### src/rtl/jt12_cic_dec.sv
// Third-order CIC decimator for the jt12_dac2 1-bit stream; R = 2**RW, signed PCM out.
// Optional JT12_CIC_PRIME_EN: suppress dout_valid for the first three strobes after reset.
module jt12_cic_dec #(
  parameter int RW   = 4,
  parameter int WOUT = 3*RW+2
) (
  input  logic                   clk,
  input  logic                   rst_n,
  input  logic                   cen,
  input  logic                   din,
  output logic signed [WOUT-1:0] dout,
  output logic                   dout_valid
);

  logic signed [WOUT-1:0] x;
  logic signed [WOUT-1:0] i1, i2, i3;
  logic signed [WOUT-1:0] s;
  logic signed [WOUT-1:0] d1, d2, d3;
  logic signed [WOUT-1:0] c1, c2, c3;
  logic [RW-1:0]          cnt;
  logic                   dec_pt;
  logic                   comb_pend;
  logic                   strobe_ok;

  // din=1 -> +1 (0..01), din=0 -> -1 (1..11)
  assign x      = {{(WOUT-1){~din}}, 1'b1};
  assign dec_pt = cen && (cnt == '1);

  // Integrator section, running at the cen rate; wraps modulo 2**WOUT by design
  always_ff @(posedge clk or negedge rst_n) begin
    if (!rst_n) begin
      i1  <= '0;
      i2  <= '0;
      i3  <= '0;
      s   <= '0;
      cnt <= '0;
    end else if (cen) begin
      i1  <= i1 + x;
      i2  <= i2 + i1;
      i3  <= i3 + i2;
      cnt <= cnt + RW'(1);
      if (cnt == '1)
        s <= i3;
    end
  end

  // Comb section runs on the edge right after the decimation edge, regardless of cen
  always_ff @(posedge clk or negedge rst_n) begin
    if (!rst_n)
      comb_pend <= 1'b0;
    else
      comb_pend <= dec_pt;
  end

  always_comb begin
    c1 = s  - d1;
    c2 = c1 - d2;
    c3 = c2 - d3;
  end

  always_ff @(posedge clk or negedge rst_n) begin
    if (!rst_n) begin
      d1         <= '0;
      d2         <= '0;
      d3         <= '0;
      dout       <= '0;
      dout_valid <= 1'b0;
    end else begin
      dout_valid <= comb_pend && strobe_ok;
      if (comb_pend) begin
        d1   <= s;
        d2   <= c1;
        d3   <= c2;
        dout <= c3;
      end
    end
  end

`ifdef JT12_CIC_PRIME_EN
  logic [1:0] prime;

  // Counts strobes until the comb delay line holds only post-reset samples, then saturates
  always_ff @(posedge clk or negedge rst_n) begin
    if (!rst_n)
      prime <= '0;
    else if (comb_pend && (prime != 2'd3))
      prime <= prime + 2'd1;
  end

  assign strobe_ok = (prime == 2'd3);
`else
  assign strobe_ok = 1'b1;
`endif

endmodule

### config.mk
export PLATFORM = sky130hd
export DESIGN_NAME = jt12_cic_dec
export DESIGN_NICKNAME = d
export VERILOG_FILES = /design/src/rtl/jt12_cic_dec.sv
export SDC_FILE = /design/constraint.sdc
export NUM_CORES = 1
export LEC_CHECK = 0
export BUFFER_PORTS_ARGS = -buffer_cell sky130_fd_sc_hd__buf_2
export CORE_MARGIN = 5
export CORE_UTILIZATION = 41
export CTS_BUF_LIST = sky130_fd_sc_hd__clkbuf_16
export DETAILED_ROUTE_END_ITERATION = 16
export PLACE_DENSITY = 0.69
export SETUP_SLACK_MARGIN = 0.4
export SYNTH_ARGS = -nofsm -noshare
export SYNTH_HDL_FRONTEND = slang
export SYNTH_SLANG_ARGS = --single-unit
export TNS_END_PERCENT = 50
### constraint.sdc
create_clock -name clk -period 4.4 [get_ports clk]
set_input_delay 0.22 -clock clk [delete_from_list [all_inputs] [get_ports clk]]
set_output_delay 0.22 -clock clk [all_outputs]
set_load 0.1 [all_outputs]
==> reports/metrics.cfg <==
[status]
outcome = finished, final reports clean

[clock_network]
path_clk_slew_ns = 0.05
numCtsBuffers = 17
clock-sinks = 118
root_buffer = clkbuf_16
cts_buffer_depth = 2
cts_tree = yes
h-tree-depth = 4
clock_latency_ns = 0.41

[placement]
dp_worst_setup_slack_ns = -0.03297
hpwl_um = 9979
gp_congestion = 0.7993
dpl_cell_area_mm2 = 0.008132
port_buffers = 18
place_inst = 1076

[synth]
synthFlopType = dfrtp_1
async_flop_share_pct = 100.0
synthesis.area_mm2 = 0.007751
yosysSeqAreaShare_pct = 38.10
yosys_warnings = 0
syn-num-nets = 925
synthDistinctLibCells = 58
ys_ff_latch = 118
synth-edff-count = 0
postSynthCellCount = 837
syn_area_per_cell_um2 = 9.261

[routing]
m1WireLength_um = 6672
drc = 0
routed.top_layer = met4
drt-initial-drc-count = 216
viasPerCell = 5.133
ant_nets = 0
first_pass_iters = 4
met3_wirelength_um = 429
wl_um = 14530
drt-wirelength-per-cell_um = 12.90
met2_length_um = 7278
routed-via-count = 5780

[sta]
setup_ws_ns = 0.1231
max_slew.worst_pin.slew_ns = 0.7623
final-setup-viol-count = 0
post-route-min-period_ns = 4.277
rsz0062_at_grt = true
maxSlewHeadroom_pct = 49.12
min_period_over_period_pct = 97.20
finalHoldViolCount = 0
final.setup_skew_ns = 0.007625
drv_slew = 0
fmax_mhz = 233.8

[floorplanning]
chipWidth_um = 147.5
fp.dieH_um = 147.5
rows = 50
start_util_pct = 41.58
core_area_mm2 = 0.01864
pin_count = 19
die_area_mm2 = 0.02175

[final_layout]
diodes = 0
area.growth.synth_to_final_pct = 17.34
final_cell_count_no_fill = 1126
postLayoutCoreUtil_pct = 48.79
mostFrequentLayoutCells = 117 x dfrtp_1, 107 x nand2_1, 73 x ha_1, 68 x inv_1, 67 x o21ai_0
layout-drive-gt1-share_pct = 17.15
final_common_cell = dfrtp_1
register_area_mm2 = 0.002954
fin_area_mm2 = 0.009095
multi_input_area_mm2 = 0.004678
fin_nets = 968
fill_cells = 1717

[worst_setup_path]
worstPathArrival_ns = 4.59
slowest_delay_ns = 0.38
cp_slowest_cell = dfrtp_1
cp-start-kind = register
cp.required_ns = 4.71
cp_max_fo = 5
worstSetupPathType = reg -> reg
crit_family = compound AO/OA/AOI/OAI gates
crit_buf_inv = 2
path_cells = inv_2 > ha_4 > inv_2 > fa_2 > a21o_1 > a21oi_2 > nand2b_4 > a21oi_4 > a311oi_2 > xnor2_1 > ha_2 > a21oi_2 > o211a_1 > o21ai_2 > xor2_1 > ha_1 > nand3_1 > a21o_1 > a211o_1 > a21oi_2 > o21ai_1 > o311ai_1
cpMostUsedCell = a21oi_2
cp-end-kind = register

[min_path]
worstHoldPathType = in -> reg

[grt]
grt_pass1_wl_um = 25350
antenna_found_initial = 0
grt_overflow = 0
grt_usage_pct = 13.81
first_global_vias = 5833
grt_max_degree = 63

[job]
maxCapViolations = 0

-- logic make-up (layout without fill, tap and decap cells) --
kind of cell / after synthesis / in the layout / synth area share (%)
AND/OR/NAND/NOR: 223 / 223 / 12.74
buffers and inverters: 89 / 144 / 4.310
AO/OA/AOI/OAI: 222 / 222 / 18.13
adder cells (fa/ha/maj): 84 / 84 / 14.14
multiplexers: 39 / 39 / 5.585
flip-flops: 118 / 118 / 38.10
XOR/XNOR: 62 / 62 / 7.006
-- state kept, by name, indices dropped and copies added (netlist names) --
signal      cells
i1             14
cnt             4
i3             14
i2             14
s              14
dout_valid      1
comb_pend       1
d3             14
d2             14
dout           14
d1             14
-- tightest hold or removal path, stage by stage --
cell and delay, ns:
buf_2 0.09, xnor2_1 0.14, a22o_1 0.13
-- per-layer routing --
layer | GRT usage (%) | up-vias
met2 | 24.84 | 61
met1 | 16.36 | 2704
met5 | 0 | -
met3 | 3.433 | 18
li1 | - | 2997
met4 | 4.007 | 0
-- final timing paths --
| path | start | to | slack [ns] | cells past startpoint |
|---|---|---|---|---|
| worst max-delay path | s[0]$_DFFE_PN0P_ | dout[13]$_DFFE_PN0P_ | 0.12 | 22 |
| worst max register to register | s[0]$_DFFE_PN0P_ | dout[13]$_DFFE_PN0P_ | 0.12 | 22 |
| max in group asynchronous | rst_n | i2[4]$_DFFE_PN0P_ | 3.10 | 3 |
| worst min-delay path | din | i1[13]$_DFFE_PN0P_ | 0.21 | 3 |
| worst min register to register | i3[13]$_DFFE_PN0P_ | i3[13]$_DFFE_PN0P_ | 0.47 | 1 |
| min in group asynchronous | rst_n | dout[3]$_DFFE_PN0P_ | 0.35 | 2 |
-- timing repair --
action / CTS / global route
hold buffers: 1 / 0
gates resized for setup: 19 / 22
hold endpoints to repair: 41 / 0
cloned: 0 / 0
pin swaps: 29 / 23
setup buffers: 15 / 3
endpoints found under the setup margin: 5 / 7
-- Yosys cell counts (14+ instances only) --
cell      instances  area, um^2
dfrtp_1         118        2953
nand2_1         108       405.4
ha_1             78       975.9
o21ai_0          72       360.4
inv_1            68       255.2
nor2_1           54       202.7
a21oi_1          52       260.3
xnor2_1          46       402.9
mux2_2           34       382.9
a21o_1           23       172.7
clkbuf_1         16       60.06
xor2_1           16       140.1
nand2b_1         14       87.58
o21a_1           14       105.1
-- stage by stage --
stage	setup TNS, ns	hold slack (ns)
finish	0	0.2061
global route	-0.3704	0.2258
CTS	0	0.1990
detailed placement	-0.03897	0.2473
global placement	0	0.2482
floorplan	0	-0.07559
-- area by class of cell --
cell class / count / share of cell area, %
Tap cell: 234 / 3.219
Clock inverter: 14 / 2.105
Inverter: 68 / 2.806
Sequential cell: 118 / 32.48
Clock buffer: 17 / 4.677
Multi-Input combinational cell: 630 / 51.44
Timing Repair Buffer: 45 / 3.274
Power is not shown: default switching activity piles up to over one toggle a cycle in this logic, so the estimate is an artifact.
